**src/rtl/mem_depacketizer_if.sv**
```systemverilog
// Packet-in / result-out handshake bundle for mem_depacketizer.
//   pkt_valid/pkt_ready/pkt_data : packet stream from the adder packetizer
//   out_valid/out_ready          : decoded result stream to the memory write port
//   out_type/out_src/out_data    : fields of the head result
//   out_index                    : index of the head result within the run
// Modports: slave = the depacketizer, master = producer/consumer side.
interface mem_depacketizer_if #(
  parameter int unsigned DWIDTH = 8,
  parameter int unsigned PWIDTH = 47,
  parameter int unsigned IDX_W  = 5
);
  logic              pkt_valid;
  logic              pkt_ready;
  logic [PWIDTH-1:0] pkt_data;
  logic              out_valid;
  logic              out_ready;
  logic              out_type;
  logic [2:0]        out_src;
  logic [DWIDTH-1:0] out_data;
  logic [IDX_W-1:0]  out_index;

  modport slave (
    input  pkt_valid, pkt_data, out_ready,
    output pkt_ready, out_valid, out_type, out_src, out_data, out_index
  );

  modport master (
    output pkt_valid, pkt_data, out_ready,
    input  pkt_ready, out_valid, out_type, out_src, out_data, out_index
  );
endinterface

```
**src/rtl/mem_depacketizer.sv**
```systemverilog
// Memory-node receive end of the PE packet network. Accepts final partial-sum
// packets, buffers {type, src, data} in a DEPTH-entry FIFO and presents them with
// a running output index. Signals done (sticky) after NUM_OUT results.
// Ports:
//   clk, rst_n : clock, asynchronous active-low reset
//   clear      : synchronous restart of the run (drop_cnt survives)
//   bus        : mem_depacketizer_if.slave (packet in, result out)
//   done       : NUM_OUT results delivered
//   drop_cnt   : saturating count of misaddressed packets
// Optional feature: define MEM_DEPKT_ADDR_CHECK_EN to discard packets whose
// destination field differs from MY_ADDR.
module mem_depacketizer #(
  parameter int unsigned DWIDTH  = 8,
  parameter int unsigned PWIDTH  = 47,
  parameter logic [2:0]  MY_ADDR = 3'b110,
  parameter int unsigned DEPTH   = 4,
  parameter int unsigned NUM_OUT = 16,
  parameter int unsigned IDX_W   = 5
) (
  input  logic                clk,
  input  logic                rst_n,
  input  logic                clear,
  mem_depacketizer_if.slave   bus,
  output logic                done,
  output logic [7:0]          drop_cnt
);

  localparam int unsigned     PtrW    = (DEPTH > 1) ? $clog2(DEPTH) : 1;
  localparam int unsigned     EntW    = 1 + 3 + DWIDTH;
  localparam logic [PtrW:0]   FullCnt = (PtrW+1)'(DEPTH);
  localparam logic [IDX_W-1:0] LastIdx = IDX_W'(NUM_OUT - 1);

  typedef enum logic [0:0] {StRun, StDone} state_e;

  state_e           state_q, state_d;
  logic [IDX_W-1:0] idx_q, idx_d;
  logic             ready_en_q;
  logic [PtrW:0]    wr_ptr_q, wr_ptr_d, rd_ptr_q, rd_ptr_d;
  logic [EntW-1:0]  mem_q [DEPTH];
  logic [PtrW:0]    fill;
  logic             full, empty;
  logic             pkt_ready_w, hs_in, push, pop, addr_ok;
  logic [EntW-1:0]  wr_entry, head;

  // Pointers carry one extra bit so full and empty are distinguishable.
  assign fill  = wr_ptr_q - rd_ptr_q;
  assign full  = (fill == FullCnt);
  assign empty = (fill == '0);

  // ready_en_q keeps pkt_ready low until the first edge after reset release.
  assign pkt_ready_w   = ready_en_q && (state_q == StRun) && !full;
  assign bus.pkt_ready = pkt_ready_w;
  assign bus.out_valid = !empty;
  assign done          = (state_q == StDone);
  assign bus.out_index = idx_q;

`ifdef MEM_DEPKT_ADDR_CHECK_EN
  assign addr_ok = (bus.pkt_data[45:43] == MY_ADDR);
`else
  assign addr_ok = 1'b1;
`endif

  // A handshake in a clear cycle is swallowed: clear wins over push and pop.
  assign hs_in = bus.pkt_valid && pkt_ready_w && !clear;
  assign push  = hs_in && addr_ok;
  assign pop   = !empty && bus.out_ready && !clear;

  assign wr_entry = {bus.pkt_data[46], bus.pkt_data[42:40], bus.pkt_data[DWIDTH-1:0]};
  assign head     = mem_q[rd_ptr_q[PtrW-1:0]];
  // Fields read as zero while empty so they match their reset values.
  assign {bus.out_type, bus.out_src, bus.out_data} = empty ? {EntW{1'b0}} : head;

  // Pad bits and (in the default build) the address are intentionally ignored.
  logic unused_pkt;
  assign unused_pkt = ^{bus.pkt_data, MY_ADDR};

  always_comb begin
    wr_ptr_d = clear ? '0 : wr_ptr_q + {{PtrW{1'b0}}, push};
    rd_ptr_d = clear ? '0 : rd_ptr_q + {{PtrW{1'b0}}, pop};
  end

  always_comb begin
    state_d = state_q;
    idx_d   = idx_q;
    unique case (state_q)
      StRun: begin
        if (pop) begin
          if (idx_q == LastIdx) state_d = StDone;
          else                  idx_d   = idx_q + 1'b1;
        end
      end
      StDone: begin
        // Leftover entries drain without advancing the index.
      end
      default: state_d = StRun;
    endcase
    if (clear) begin
      state_d = StRun;
      idx_d   = '0;
    end
  end

  always_ff @(posedge clk or negedge rst_n) begin
    if (!rst_n) begin
      state_q    <= StRun;
      idx_q      <= '0;
      ready_en_q <= 1'b0;
      wr_ptr_q   <= '0;
      rd_ptr_q   <= '0;
    end else begin
      state_q    <= state_d;
      idx_q      <= idx_d;
      ready_en_q <= 1'b1;
      wr_ptr_q   <= wr_ptr_d;
      rd_ptr_q   <= rd_ptr_d;
    end
  end

  // Storage needs no reset: outputs are masked while the FIFO is empty.
  always_ff @(posedge clk) begin
    if (push) mem_q[wr_ptr_q[PtrW-1:0]] <= wr_entry;
  end

`ifdef MEM_DEPKT_ADDR_CHECK_EN
  logic [7:0] drop_q;
  always_ff @(posedge clk or negedge rst_n) begin
    if (!rst_n) begin
      drop_q <= 8'd0;
    end else if (hs_in && !addr_ok && drop_q != 8'hFF) begin
      drop_q <= drop_q + 8'd1;
    end
  end
  assign drop_cnt = drop_q;
`else
  assign drop_cnt = 8'd0;
`endif

endmodule

```
**src/flat_wrapper.sv**
```systemverilog
// flat-port wrapper written by rule: the top's interface ports become plain ports
module mem_depacketizer_flat 
#(
  parameter int unsigned DWIDTH  = 8,
  parameter int unsigned PWIDTH  = 47,
  parameter logic [2:0]  MY_ADDR = 3'b110,
  parameter int unsigned DEPTH   = 4,
  parameter int unsigned NUM_OUT = 16,
  parameter int unsigned IDX_W   = 5
)
  (clk, rst_n, clear, done, drop_cnt, bus_pkt_valid, bus_pkt_data, bus_out_ready, bus_pkt_ready, bus_out_valid, bus_out_type, bus_out_src, bus_out_data, bus_out_index);
  mem_depacketizer_if #(.DWIDTH(DWIDTH), .PWIDTH(PWIDTH), .IDX_W(IDX_W)) bus_i ();
  input  logic clk;
  input  logic rst_n;
  input  logic clear;
  output logic done;
  output logic [7:0] drop_cnt;
  input wire logic [$bits(bus_i.pkt_valid)-1:0] bus_pkt_valid;
  input wire logic [$bits(bus_i.pkt_data)-1:0] bus_pkt_data;
  input wire logic [$bits(bus_i.out_ready)-1:0] bus_out_ready;
  output wire logic [$bits(bus_i.pkt_ready)-1:0] bus_pkt_ready;
  output wire logic [$bits(bus_i.out_valid)-1:0] bus_out_valid;
  output wire logic [$bits(bus_i.out_type)-1:0] bus_out_type;
  output wire logic [$bits(bus_i.out_src)-1:0] bus_out_src;
  output wire logic [$bits(bus_i.out_data)-1:0] bus_out_data;
  output wire logic [$bits(bus_i.out_index)-1:0] bus_out_index;
  assign bus_i.pkt_valid = bus_pkt_valid;
  assign bus_i.pkt_data = bus_pkt_data;
  assign bus_i.out_ready = bus_out_ready;
  assign bus_pkt_ready = bus_i.pkt_ready;
  assign bus_out_valid = bus_i.out_valid;
  assign bus_out_type = bus_i.out_type;
  assign bus_out_src = bus_i.out_src;
  assign bus_out_data = bus_i.out_data;
  assign bus_out_index = bus_i.out_index;
  mem_depacketizer #(.DWIDTH(DWIDTH), .PWIDTH(PWIDTH), .MY_ADDR(MY_ADDR), .DEPTH(DEPTH), .NUM_OUT(NUM_OUT), .IDX_W(IDX_W)) u_core (.clk(clk), .rst_n(rst_n), .clear(clear), .bus(bus_i), .done(done), .drop_cnt(drop_cnt));
endmodule
```
**config.mk**
```make
export PLATFORM = sky130hd
export DESIGN_NAME = mem_depacketizer_flat
export DESIGN_NICKNAME = d
export VERILOG_FILES = /design/src/rtl/mem_depacketizer_if.sv /design/src/rtl/mem_depacketizer.sv /design/src/flat_wrapper.sv
export SDC_FILE = /design/constraint.sdc
export NUM_CORES = 1
export LEC_CHECK = 0
export CAP_MARGIN = 20
export CORE_MARGIN = 2
export CORE_UTILIZATION = 57
export CTS_CLUSTER_SIZE = 40
export DETAILED_ROUTE_END_ITERATION = 10
export DONT_BUFFER_PORTS = 1
export PLACE_DENSITY = 0.75
export SLEW_MARGIN = 15
export SYNTH_ARGS = -nofsm -noshare
export SYNTH_HDL_FRONTEND = slang
export SYNTH_SLANG_ARGS = --single-unit
```
**constraint.sdc**
```tcl
create_clock -name clk -period 5.75 [get_ports clk]
set_input_delay 1.15 -clock clk [delete_from_list [all_inputs] [get_ports clk]]
set_output_delay 1.15 -clock clk [all_outputs]
set_load 0.02 [all_outputs]
```
Word level (Yosys, flattened, before mapping)
Memory sizes are Yosys's and may differ from the RTL's.
Index checks and enable logic that the tools add are counted.

cells by class
  bitwise logic cells = 1
  reduce and logical (&&, ||, !) cells = 12
  $add $sub $neg = 4
  equality and inequality tests = 4
  multiplexer cells = 13

operators with widths
  operator                                       number
  2-to-1 mux 5 bit                               4
  2-to-1 mux 12 bit                              1
  adder 3 x 1 -> 3 bit                           2
  logical AND 1 bit                              6
  2-to-1 mux 1 bit                               6
  2-to-1 mux 3 bit                               2
  adder 5 x 1 -> 5 bit, second input constant    1
  == test 5 x 4 -> 1 bit, second input constant  1
  != test 2 bit, second input constant           2
  == test 3 bit, second input constant           1
  logical NOT 1 bit                              3
  logical NOT 3 bit                              1
  AND reduction 3 bit                            1
  subtractor 3 bit                               1
  nonzero test 2 bit                             1
  NOT 1 bit                                      1

storage, ports and cells
  register bits = 13
  bits in writable memories = 48
  memories kept = 1
  word-level logic and storage cells = 40

memories
  name          depth  bits a word  rd ports  clocked after Yosys merged registers in  write ports  RTL line                source
  u_core.mem_q  4      12           1         0                                        1            mem_depacketizer.sv:39  logic [EntW-1:0] mem_q [DEPTH];

Depth between registers and ports, before layout
Gate-level depths: netlist of the first run.

  word-level depth = 8
  gate-level depth with buffers = 12
  mapped depth without buffers = 10

Least setup slack after synthesis of the first run
Ideal clock, no wire load.

  path kind = register -> register
  from = register u_core.rd_ptr_q[1]
  to = memory u_core.mem_q[1][0] (netlist name) (enable)
  clock period less this slack = 3241 ps
  stages on the path, launching flop included = 8
  path slack = 2509 ps
  library setup time = 412 ps
  data arrival time = 2828 ps
  path through = dfrtp_1 > buf_1 > inv_1 > ha_1 > nor2b_1 > xnor2_1 > o21ai_1 > nor4_1

between the ends
  longest elaborated chain between the ends = 8

ends and longest elaborated chain
  element                                 RTL line                 source
  start, declared                         mem_depacketizer.sv:38   logic [PtrW:0] wr_ptr_q, wr_ptr_d, rd_ptr_q, rd_ptr_d;
  start signal, assigned                  mem_depacketizer.sv:115  rd_ptr_q <= rd_ptr_d;
  subtractor 3 bit                        mem_depacketizer.sv:46   assign fill = wr_ptr_q - rd_ptr_q;
  == test 3 bit                           mem_depacketizer.sv:47   assign full = (fill == FullCnt);
  logical NOT 1 bit                       mem_depacketizer.sv:51   assign pkt_ready_w = ready_en_q && (state_q == StRun) && !full;
  logical AND 1 bit                       mem_depacketizer.sv:51
  logical AND 1 bit (2 in a row)          mem_depacketizer.sv:64   assign hs_in = bus.pkt_valid && pkt_ready_w && !clear;
  2-to-1 mux 1 bit                        mem_depacketizer.sv:121  if (push) mem_q[wr_ptr_q[PtrW-1:0]] <= wr_entry;
  2-to-1 mux 1 bit (not written as such)  mem_depacketizer.sv:121
  end, declared                           mem_depacketizer.sv:39

No other way between the ends.

Final worst setup path of the first run
  from = register u_core.rd_ptr_q[0]
  to = output bus_out_src[1]

between the ends
  longest elaborated chain between the ends = 3
  elaborated cells between the ends (all ways) = 4

ends and longest elaborated chain
  element                RTL line                source
  subtractor 3 bit       mem_depacketizer.sv:46
  logical NOT 3 bit      mem_depacketizer.sv:48  assign empty = (fill == '0);
  2-to-1 mux 12 bit (*)  mem_depacketizer.sv:71  assign {bus.out_type, bus.out_src, bus.out_data} = empty ? {EntW{1'b0}} : head;
  end, declared          flat_wrapper.sv:24      output wire logic [$bits(bus_i.out_src)-1:0] bus_out_src;

Every way passes the cells marked *; elsewhere a longest branch is shown, timed or not.

==> impl_summary.md, run 1 <==
STA
The worst clock skew is 0.00977 ns. The pin slew with the least headroom to its limit is roughly 0.89 ns. Measured against its own limit, the worst slew margin works out to 0.407.

Derived from the worst setup path, the maximum achievable clock frequency is 246 MHz. The count of final setup violators is 0. After layout, the worst setup slack is 1.69 ns. Setup repair after global routing left no endpoint under its margin. The final critical path time including I/O delays and setup is 4.06 ns. The final number of max-transition violations is 0. Setup total negative slack on the finished layout was measured at 0 ns. The worst-case hold slack is 0.504 ns. The post-route fraction of the period consumed by the critical path is 0.706. The count of endpoints failing hold in the final timing report is 0.

Logic synthesis
After synthesis the netlist holds a flip-flop and latch count of around 60. The main flop type after synthesis is sky130_fd_sc_hd__edfxtp_1. The fraction of registers with async set or reset after synthesis is 0.213. Averaged over all synthesized cells, the footprint is roughly 16 sq um.

The mapped netlist covers about 2700 sq um. The synthesis warning total is 0. Counting flops with a built-in enable in the synthesized netlist gives 48. Yosys mapped the design onto 31 distinct sky130hd cell types.

The gate count after technology mapping is between 150 and 200. The share of the Yosys chip area taken by registers is 0.666.

Min path
In this run the worst hold path is classified as in2async.

Floorplan
The die height is slightly above 70 um. The total I/O pin count is 80. In this run the core area contains 24 standard-cell rows. The initial standard-cell utilization of the core is 0.601. Measured along the x axis, the die boundary spans 72.2 um. After floorplanning, the core was sized to cover 4410 sq um. The overall die area is about 5200 sq um.

Setup path
The capturing element of the worst setup path is bus_out_src[1]. The startpoint identified for the worst register-to-register timing path is u_core.rd_ptr_q[0]. The largest incremental delay on the critical path is around 0.70 ns. STA puts the critical path data required time at 4.60 ns. The worst register-to-register path has a setup slack of between 2 and 3 ns. The cell repeated most along the worst path is sky130_fd_sc_hd__nor2b_1. At the worst endpoint, the arrival time is 2.91 ns. STA classifies the critical path startpoint as a register. For the worst flop-to-flop path, the logic depth is 9. The worst setup path startpoint is u_core.rd_ptr_q[0].

The signal on the critical path passes through ha_1 -> nor2b_1 -> xnor2_1 -> and2_1 -> nor2b_1. The maximum net fanout on the critical path is 14. The category of the most critical setup path is reg2out. For this design, the slowest cell found on the critical path is sky130_fd_sc_hd__dfrtp_1. In this run the critical register-to-register path is captured at u_core.rd_ptr_q[2]. The nature of the critical path endpoint is a primary output.

Clock tree
The clock net in this run drives a total of 61 sinks. The number of H-tree branching levels is 3. After clock tree synthesis, the clock-pin slew on the worst setup and hold paths is 0.07 ns.

The number of setup buffers added after CTS is 0. Clock tree synthesis inserted a total of 9 buffers. The later pin in the worst-skew pair is clocked with a latency of 0.33 ns.

The longest clock path from root to sink contains 2 buffers. The number of resized instances in the post-cts repair step is 0. After clock tree synthesis, the flow added hold-fix buffers numbering 0. TritonCTS built the clock tree. The tree is rooted in a sky130_fd_sc_hd__clkbuf_8.

Global route
The global-route congestion overflow total is 0. The number of antenna violations at the first check in global routing is 0. The via count of the first global-routing pass is 1,375. Entering global routing, the biggest net connects 20 pins. The first global-routing pass estimated 7.03 mm of wire. The overall routing resource usage is 0.191.

Cells and area
At the end of the flow the core is filled with cells to 0.663. The growth of design area from synthesis to finish is 10.3%. The share of final-layout standard cells stronger than drive strength 1 is 0.243. Excluding fillers, the count of instances in the completed layout stands at 229.

For this run, the post-layout net count is 232. The filler cell count in the final layout is 290. The antenna cell count is 0.

The final instance area is 2930 sq um.

Pwr
The cell leakage power is 1.06 nW. The total power divided by cell area is about 330 nW/um^2. The maximum vdd drop is about 0.00026 V. Total power for the finished layout comes to 958 uW.

Placement
In this run the tool buffered the top-level ports with 0 buffer cells. The placed wire-length estimate is 2.76 mm. The placed cell count is 213.

At the end of routability-driven placement, the weighted congestion stood at 0.749. After detailed placement, the total cell area comes to 2710 sq um. At the placement stage, the worst setup path has a slack of about 2 ns.

Detailed routing
Dividing the detail-routed via count by the number of cells gives 5.74. The overall routed net length is 4.28 mm. The first detailed-routing pass took 4 iterations. The first-iteration detailed-routing DRC count is 90. In this run the remaining antenna-violating nets after routing total 0.

The detailed-route wire length per cell is around 19 um. In the routed design, unresolved DRC markers number 0. Across all layers, the routed design uses 1,314 vias.

Job
The max-cap violation count is 0.

Run status
The flow ran to the end, and the final reports show no timing, DRC or antenna violations.
-- placed cells by master (no fill, tap or decap), types with 2 or more instances in the layout --
| cell type | Yosys | final |
|---|---|---|
| sky130_fd_sc_hd__and2_1 | 2 | 2 |
| sky130_fd_sc_hd__buf_4 | 8 | 4 |
| sky130_fd_sc_hd__bufinv_16 | 0 | 2 |
| sky130_fd_sc_hd__clkbuf_8 | 0 | 9 |
| sky130_fd_sc_hd__clkinv_2 | 0 | 2 |
| sky130_fd_sc_hd__conb_1 | 2 | 9 |
| sky130_fd_sc_hd__dfrtp_1 | 13 | 13 |
| sky130_fd_sc_hd__edfxtp_1 | 48 | 48 |
| sky130_fd_sc_hd__ha_1 | 8 | 8 |
| sky130_fd_sc_hd__inv_1 | 7 | 7 |
| sky130_fd_sc_hd__mux2_2 | 4 | 4 |
| sky130_fd_sc_hd__mux4_2 | 12 | 12 |
| sky130_fd_sc_hd__nand2_1 | 2 | 2 |
| sky130_fd_sc_hd__nand2b_1 | 3 | 3 |
| sky130_fd_sc_hd__nor2_1 | 9 | 9 |
| sky130_fd_sc_hd__nor2b_1 | 21 | 21 |
| sky130_fd_sc_hd__nor4_2 | 0 | 4 |
| sky130_fd_sc_hd__xnor2_1 | 3 | 3 |
-- cell type report --
cell class,instances,area [sq um],area share
clock buffers,9,124,0.0423
clock inverters,7,90.1,0.0308
inverters,7,26.3,0.00898
multi-input cells,89,825,0.282
flip-flops and latches,61,1770,0.604
well taps,52,65.1,0.0222
repair buffers,4,30.0,0.0103
-- synthesized netlist by cell type, types with 3 or more instances --
master                     number  area, sq um
sky130_fd_sc_hd__inv_1          7         26.3
sky130_fd_sc_hd__nor2_1         9         33.8
sky130_fd_sc_hd__nand2b_1       3         18.8
sky130_fd_sc_hd__nor2b_1       21          131
sky130_fd_sc_hd__mux4_2        12          270
sky130_fd_sc_hd__xnor2_1        3         26.3
sky130_fd_sc_hd__dfrtp_1       13          325
sky130_fd_sc_hd__buf_4          8         60.1
sky130_fd_sc_hd__nor4_1         4         25.0
sky130_fd_sc_hd__edfxtp_1      48         1440
sky130_fd_sc_hd__mux2_2         4         45.0
sky130_fd_sc_hd__ha_1           8          100
-- worst min path at each step --
stage / slack, ns / endpoint / cells past startpoint / from
finish: 0.50 / u_core.bus.out_index[4] / 0 / rst_n
global route: 0.48 / u_core.ready_en_q / 0 / rst_n
CTS: 0.49 / u_core.done / 0 / rst_n
detailed placement: 0.55 / u_core.wr_ptr_q[2] / 2 / u_core.wr_ptr_q[2]
global placement: 0.55 / u_core.wr_ptr_q[2] / 2 / u_core.wr_ptr_q[2]
floorplan: 0.53 / u_core.wr_ptr_q[2] / 2 / u_core.wr_ptr_q[2]
-- registers in the layout, indices dropped and copies added (netlist names) --
name                  count
u_core.rd_ptr_q           3
u_core.wr_ptr_q           3
u_core.done               1
u_core.ready_en_q         1
u_core.mem_q             48
u_core.bus.out_index      5
-- cells by family (layout without fill, tap and decap cells) --
group	after synthesis	in the layout	synth area share
flops	61	61	0.666
simple gates	45	45	0.0985
buf+inv	20	27	0.0429
mux	17	17	0.123
fa+ha+maj	8	8	0.0377
compound gates	6	6	0.0165
xor+xnor	4	4	0.0132
other cells	2	9	0.00283
-- worst max-delay path: cells and delay by family, from the launching register on --
kind / cells / cell delay (ns)
fa+ha+maj: 1 / 0.36
xor+xnor: 1 / 0.45
simple gates: 3 / 1.05
flops: 1 / 0.70
-- layer usage --
| metal | share of wire | GRT usage | vias to the layer above |
|---|---|---|---|
| met3 | 0.078 | 0.0819 | 6 |
| met4 | 0.011 | 0.0901 | 0 |
| met5 | 0 | 0 | - |
| met2 | 0.49 | 0.286 | 51 |
| met1 | 0.42 | 0.243 | 660 |
| li1 | - | - | 597 |
-- power breakdown --
group | total (mW) | switching (mW) | internal [mW]
combinational | 0.0639 | 0.0430 | 0.0209
clock | 0.404 | 0.162 | 0.241
sequential | 0.491 | 0.00792 | 0.483
total | 0.958 | 0.213 | 0.745
No activity file was read; power rests on OpenSTA's default activity.
==> run 2, diff against run 1 <==
--- a/config.mk
+++ b/config.mk
@@ -5,6 +5,7 @@
 export SDC_FILE = /design/constraint.sdc
 export NUM_CORES = 1
 export LEC_CHECK = 0
+export ABC_AREA = 1
 export CAP_MARGIN = 20
 export CORE_MARGIN = 2
 export CORE_UTILIZATION = 57
==> constraint.sdc (replaced) <==
create_clock -name clk -period 4.1 [get_ports clk]
set_input_delay 0.82 -clock clk [delete_from_list [all_inputs] [get_ports clk]]
set_output_delay 0.82 -clock clk [all_outputs]
set_load 0.02 [all_outputs]
==> run 2 against run 1 <==
Net effect: sequential share of layout area is 0.59 points lower; synthesized cell count is 58% higher; synthesized area is 4.1% higher; via count is 29% higher; sequential power is 43% higher; cell area is 0.98% higher.
==> impl_summary.md, run 2 <==
Run status
The run finished with clean final reports.

Detailed routing
The number of antenna-violating nets in the routed design is 0 (unchanged). The routed via count divided by cell count came to 5.25 (-8.5%). The count of TritonRoute iterations in the first routing pass was 4 (unchanged).

The number of vias in the routed layout is 1,695 (+29%). The detailed-route wire length per cell came to 14.7 um (-22%). The first-iteration detailed-routing DRC count is 129 (+43%). The overall routed net length came to 4.74 mm (+11%). The post-route DRC violation count was 0 (unchanged).

Floorplan
The total I/O pin count is 80 (unchanged). The area inside the core boundary came to 4690 sq um (+6.3%). The standard-cell row count was 25 (+4.2%). The die height is 73.6 um (+1.9%). The chip width is 73.6 um (+1.9%). The overall die area was 5420 sq um (+3.8%). The initial standard-cell utilization of the core came to 0.589 (-0.0127).

Global route
The first-pass GRT wire length is 7.38 mm (+5.0%). The overall routing resource usage came to 0.194 (+0.00310). The maximum number of pins on one net before global-route repair is 25 (+25%). The global-route congestion overflow total is 0 (unchanged). The via count of the first global-routing pass is 1,586 (+15%). The number of antenna violations at the first check in global routing is 0 (unchanged).

Logic synthesis
The fraction of the mapped netlist area in adder cells is 0.0362 (-0.00147). The total standard cell area after synthesis was 2760 sq um (+4.1%). The gate count after technology mapping came to 258 (+58%).

The synthesis warning total is 0 (unchanged). The part of the Yosys area used for sequential elements was 0.640 (-0.0259). The average instance area after synthesis is 10.7 sq um (-34%). After synthesis, the largest family of logic cells by area is simple AND/OR/NAND/NOR gates. The share of Yosys cell area claimed by the top area cell type is 0.522 (-0.0212). The most common cell in the synthesized netlist is sky130_fd_sc_hd__edfxtp_1. The number of enable-type register cells in the synthesized netlist is 48 (unchanged). The compound-gate portion of the synthesized area came to 0.0725 (+0.0560). The number of unique standard cell types used by synthesis came to 23 (-26%). The area fraction in and, or, nand and nor cells after synthesis is 0.158 (+0.0596). The main flop type after synthesis is sky130_fd_sc_hd__edfxtp_1. The cell taking the most area after synthesis is sky130_fd_sc_hd__edfxtp_1. The fraction of registers with async set or reset after synthesis is 0.213 (unchanged). The flop and latch count out of synthesis is 61 (unchanged). The XOR/XNOR share of the synthesized area came to 0.00952 (-0.00369). By count the netlist is led by sky130_fd_sc_hd__edfxtp_1, sky130_fd_sc_hd__nand2_1, sky130_fd_sc_hd__nor2_1. Yosys attributes the largest share of cell area to sky130_fd_sc_hd__edfxtp_1, sky130_fd_sc_hd__dfrtp_1, sky130_fd_sc_hd__nand2_1, sky130_fd_sc_hd__nor2_1, sky130_fd_sc_hd__o21ai_0.

The mux contribution to synthesized area was 0 (-0.123).

STA
The count of endpoints failing hold in the final timing report is 0 (unchanged). The worst path in the final design needs a cycle of 3.38 ns, including I/O delays and setup. The count of final setup violators is 0 (unchanged). The final number of max-transition violations is 0 (unchanged). The maximum operating frequency is approximately 300 MHz. The pin slew with the least headroom to its limit is 0.656 ns (-0.234 ns). Setup repair after global routing left no endpoint under its margin. The summed negative setup slack over all endpoints is 0 ns (unchanged). The worst-case setup margin in the final layout is 0.718 ns (-0.976 ns). The worst clock skew is 0.0104 ns (+0.000631 ns).

The post-route fraction of the period consumed by the critical path is 0.825. The normalized max-slew margin is 0.562 (+0.155).

Setup path
The worst path buffer plus inverter count is 2 (+2). Among cell families on the critical path, the largest total delay comes from flip-flops. The length in cells of the worst reg-to-reg path is 10 (+1).

The maximum net fanout on the critical path is 15 (+1). The critical path arrival is 2.56 ns (-0.35 ns). The nature of the critical path endpoint is a primary output.

Walking the worst path, the cells encountered are inv_1 -> ha_1 -> a21oi_1 -> nand2_2 -> nand3_4 -> nand2_1 -> inv_1. For this design, the slowest cell found on the critical path is sky130_fd_sc_hd__dfrtp_1. The largest incremental delay on the critical path is 0.63 ns (-0.07 ns). The worst setup path is launched from a register. The cell repeated most along the worst path is sky130_fd_sc_hd__inv_1. The category of the most critical setup path is reg2out. The number of stages on the worst setup path came to 7 (+2). The required time at the endpoint of the critical path came to 3.28 ns (-1.32 ns).

Min path
The worst hold-check path type is in2async.

Pwr
The proportion of total power due to net switching is 0.269 (+0.0469). The cell leakage power is 1.26 nW (+19%). The internal power consumption is 930 uW (+25%). The maximum vdd drop is 0.000254 V (-4.2%). The clock network fraction of total power is 0.352 (-0.069). The fraction of power consumed by sequential logic is 0.552 (+0.040). The total power divided by cell area came to 431 nW/um^2 (+31%). The share of power burned in combinational logic is 0.096 (+0.029). The switching power total is 343 uW (+61%).

Cells and area
The final layout net count came to 325 (+40%). The share of final-layout standard cells stronger than drive strength 1 is 0.100 (-0.143). The flip-flop count of the largest register after layout is 48 (unchanged). Leaving out fill and tap cells, the most frequent cell in the layout is sky130_fd_sc_hd__edfxtp_1. The growth of design area from synthesis to finish is 7.02%.

The antenna cell count is 0 (unchanged). In the layout the commonest cells are sky130_fd_sc_hd__edfxtp_1, sky130_fd_sc_hd__nand2_1, sky130_fd_sc_hd__nor2_1.

Clock tree
The TritonCTS clock tree is yes. The clock latency at the later pin of the worst-skew pair is 0.34 ns (about the same). In this run the clock root is driven by a sky130_fd_sc_hd__clkbuf_8. The number of clock buffers inserted by TritonCTS is 9 (unchanged). The maximum number of buffers from clock root to sink is 2 (unchanged).

The number of resized instances in the post-cts repair step is 0 (unchanged). The number of setup buffers added after CTS is 0 (unchanged). The number of H-tree branching levels was 3 (unchanged). The sink count of the clock tree came to 61 (unchanged). The clock transition at the registers of the reported paths was 0.07 ns (about the same).

The number of hold-repair buffers added at the cts stage is 0 (unchanged).

Placement
The placed wire-length estimate is 3.08 mm (+11%). The port buffer count is 0 (unchanged). The last weighted congestion value of the routability-driven placer is 0.740 (-1.3%). The worst slack at placement was 1.07 ns (-0.937 ns).

Job
The max-cap violation count was 0 (unchanged).
==> run 2: cell count changes in the layout (fill, tap and decap cells not counted), sizes merged, moves of 7 or more <==
cell	previous run	this run
nand2	2	46
nor2	9	43
inv	7	32
o21ai	1	24
nor2b	21	0
mux4	12	0
o22ai	0	12
nand3	1	8
==> run 2: cells by family after synthesis <==
group | Yosys count
other cells | 2
xor+xnor | 3
flops | 61
simple gates | 99
buf+inv | 48
fa+ha+maj | 8
compound gates | 37
==> run 2: final cells by class <==
cell class	instances	area (sq um)
clock inverter	5	38.8
timing repair buffer	5	37.5
fill	384	1740
tap	54	67.6
inverter	32	120
multi-input combinational	156	797
clock buffer	10	128
sequential	61	1770
==> run 2: power groups by stage <==
stage | Sequential, mW | Clock, mW | Combinational (mW)
2_1_floorplan | 0.711 | 0 | 0.117
3_3_place_gp | 0.714 | 0 | 0.121
3_5_place_dp | 0.715 | 0 | 0.124
4_1_cts | 0.702 | 0.458 | 0.124
5_1_grt | 0.703 | 0.481 | 0.140
6_report | 0.702 | 0.448 | 0.122
==> run 2: path summary, 6_finish.rpt <==
check	startpoint	endpoint	slack (ns)
setup / recovery	u_core.rd_ptr_q[1]	bus_out_data[0]	0.72
hold / removal	rst_n	u_core.ready_en_q	0.17
setup reg to reg	u_core.rd_ptr_q[1]	u_core.mem_q[2][11]	1.24
hold reg to reg	u_core.wr_ptr_q[2]	u_core.wr_ptr_q[2]	0.60
max in group asynchronous	rst_n	u_core.rd_ptr_q[0]	3.85
min in group clk	clear	u_core.wr_ptr_q[0]	0.54
==> run 2: per-layer routing <==
layer  share of wire  wire length, um  vias up  global-route usage
li1                -                -      850                   -
met1            0.43             2060      789               0.235
met2            0.49             2320       48               0.309
met3           0.057              271        8              0.0713
met4           0.019               88        0              0.0949
met5               0                0        -                   0
==> run 2: per-stage QoR <==
step	hold WS [ns]	utilization	instance area (sq um)	std cells	power (mW)
finish	0.169	0.630	2960	323	1.27
CTS	0.155	0.630	2960	323	1.28
global placement	0.525	0.594	2790	308	0.835
global route	0.153	0.630	2960	323	1.32
floorplan	0.524	-	2790	265	0.827
detailed placement	0.525	0.594	2790	308	0.838
==> run 3, diff against run 2 <==
==> constraint.sdc (replaced) <==
create_clock -name clk -period 3.2 [get_ports clk]
set_input_delay 0.64 -clock clk [delete_from_list [all_inputs] [get_ports clk]]
set_output_delay 0.64 -clock clk [all_outputs]
set_load 0.02 [all_outputs]
==> run 3 against run 2 <==
Net effect: clock power grew 49%; cell area increased by 1.9%; sequential share of layout area shrank 1.1 points; sequential power grew 28%; register-to-register slack worse by 0.21 ns; clock skew is 0.0011 ns lower; combinational power up 33%; power up 36%; first-iteration DRC count down 28%; die area unchanged; critical path type unchanged.
==> impl_summary.md, run 3 (synthesis results as in run 2) <==
Run status
The run finished with clean final reports.

Floorplan
The total I/O pin count is 80 (unchanged). The overall die area is 5420 sq um (unchanged). The chip width was 73.6 um (unchanged). The initial standard-cell utilization of the core is 0.589 (unchanged).

The area inside the core boundary is 4690 sq um (unchanged). The standard-cell row count was 25 (unchanged). The die height is 73.6 um (unchanged).

Pwr
The maximum vdd drop is 0.000526 V (+110%). The total power divided by cell area is 573 nW/um^2 (+33%). The cell leakage power is 1.29 nW (+2.0%).

Global route
The overall routing resource usage is 0.189 (-0.00569). The first-pass GRT wire length came to 7.40 mm (+0.27%). The maximum number of pins on one net before global-route repair is 25 (unchanged). The global-route congestion overflow total is 0 (unchanged). The via count of the first global-routing pass is 1,602 (+1.0%). The number of antenna violations at the first check in global routing is 0 (unchanged).

Setup path
The critical path arrival came to 1.99 ns (-0.57 ns). The slack of the worst reg-to-reg path is 1.03 ns (-0.21 ns). The most critical setup path has its endpoint at bus_out_data[0]. The required time at the endpoint of the critical path came to 2.56 ns (-0.72 ns). The end of the worst register-to-register path is u_core.rd_ptr_q[2]. The maximum net fanout on the critical path came to 24 (+9).

The length in cells of the worst reg-to-reg path came to 10 (unchanged). The origin of the critical flop-to-flop path is u_core.rd_ptr_q[0]. The worst setup path is captured at a primary output. The worst setup path startpoint is u_core.rd_ptr_q[0].

The startpoint kind of the worst setup timing path is a register. The setup path with the least slack is of type reg2out.

Placement
The port buffer count is 0 (unchanged). The placed cell count was 310 (+0.65%). The last weighted congestion value of the routability-driven placer came to 0.734 (-0.73%). The placed wire-length estimate is 2.95 mm (-4.0%).

Cells and area
The sequential cell area is 1770 sq um (unchanged). The final non-filler cell total was 327 (+1.2%). The antenna cell count is 0 (unchanged). The multi-input logic area came to 797 sq um (unchanged). The flip-flop count of the largest register after layout came to 48 (unchanged).

In the layout the commonest cells are sky130_fd_sc_hd__edfxtp_1, sky130_fd_sc_hd__nand2_1, sky130_fd_sc_hd__nor2_1. The final layout net count is 328 (+0.92%). The share of final-layout standard cells stronger than drive strength 1 is 0.110 (+0.00952). The most common cell after layout, fill and taps aside is sky130_fd_sc_hd__edfxtp_1.

The filler cell count in the final layout is 359 (-6.5%). Relative to the synthesized area, the layout overhead comes to 9.11%.

STA
Setup repair after global routing left no endpoint under its margin. The count of final setup violators is 0 (unchanged). The worst clock skew came to 0.00929 ns (-0.00112 ns). The pin slew with the least headroom to its limit came to 0.671 ns (+0.0144 ns). The summed negative setup slack over all endpoints was 0 ns (unchanged). The final critical path time including I/O delays and setup is 2.63 ns. The final number of max-transition violations is 0 (unchanged). In the finished design, the share of the clock period the worst path needs comes to 0.821. The normalized max-slew margin was 0.552 (-0.00959).

For this run, the top clock speed supported by timing is 381 MHz. The count of endpoints failing hold in the final timing report is 0 (unchanged).

Detailed routing
The routed via count divided by cell count is 5.22 (-0.52%). The number of antenna-violating nets in the routed design is 0 (unchanged). The overall routed net length is 4.59 mm (-3.1%). The post-route DRC violation count came to 0 (unchanged). The first-iteration detailed-routing DRC count is 93 (-28%). The number of vias in the routed layout is 1,707 (+0.71%). The count of TritonRoute iterations in the first routing pass is 4 (unchanged). The detailed-route wire length per cell is 14.0 um (-4.3%).

Clock tree
The number of clock buffers inserted by TritonCTS is 9 (unchanged). The clock transition at the registers of the reported paths was 0.07 ns (about the same). The number of H-tree branching levels came to 3 (unchanged). The clock latency at the later pin of the worst-skew pair is 0.33 ns (about the same). The maximum number of buffers from clock root to sink is 2 (unchanged). The number of setup buffers added after CTS was 0 (unchanged). The sink count of the clock tree came to 61 (unchanged). TritonCTS built the clock tree. The cell sitting at the root of the clock tree is a sky130_fd_sc_hd__clkbuf_8.

Min path
The path class of the tightest hold or removal check is in2reg.

Job
The max-cap violation count came to 0 (unchanged).
-- run 3: per-stage QoR --
step / util / area, sq um / total power [mW] / setup WS, ns / hold slack (ns)
final: 0.642 / 3010 / 1.73 / 0.573 / 0.365
after global routing: 0.642 / 3010 / 1.80 / 0.364 / 0.347
after CTS: 0.642 / 3010 / 1.74 / 0.537 / 0.348
after detailed placement: 0.598 / 2800 / 1.08 / 0.906 / 0.345
after global placement: 0.598 / 2800 / 1.07 / 0.974 / 0.345
after floorplan: - / 2790 / 1.06 / 0.913 / 0.344
-- run 3: how the worst min path moves through the flow --
stage	from	endpoint	slack, ns	depth (start not counted)
2_1_floorplan	rst_n	u_core.bus.out_index[0]	0.34	0
3_3_place_gp	rst_n	u_core.ready_en_q	0.34	0
3_5_place_dp	rst_n	u_core.ready_en_q	0.34	0
4_1_cts	clear	u_core.rd_ptr_q[0]	0.35	1
5_1_grt	clear	u_core.rd_ptr_q[0]	0.35	1
6_report	clear	u_core.rd_ptr_q[0]	0.36	1
-- run 3: worst max-delay path: stages (launching register included) --
cell and delay [ns]:
sky130_fd_sc_hd__dfrtp_1 0.52, sky130_fd_sc_hd__inv_1 0.56, sky130_fd_sc_hd__o21ai_0 0.16, sky130_fd_sc_hd__o22ai_1 0.16, sky130_fd_sc_hd__nand2_1 0.09, sky130_fd_sc_hd__inv_1 0.17
-- run 3: metal layers --
metal  part of all wire  GRT usage  vias to the layer above
li1                   -          -                      860
met1               0.45      0.250                      796
met2               0.49      0.287                       49
met3              0.057     0.0631                        2
met4             0.0059     0.0788                        0
met5                  0          0                        -
-- run 3: layout make-up --
cell class                      instances  share of cell area
Multi-Input combinational cell        156               0.265
Clock inverter                          7              0.0249
Clock buffer                            9              0.0411
Tap cell                               54              0.0224
Sequential cell                        61               0.586
Inverter                               32              0.0399
Timing Repair Buffer                    8              0.0208
-- run 3: repair_timing --
action	in CTS	in global routing
hold buffers	1	0
hold endpoints to repair	13	0
resized for setup	0	0
-- run 3: report_power, final --
part / switching (mW) / internal [mW]
combinational: 0.122 / 0.0398
clock: 0.305 / 0.362
sequential: 0.0246 / 0.873
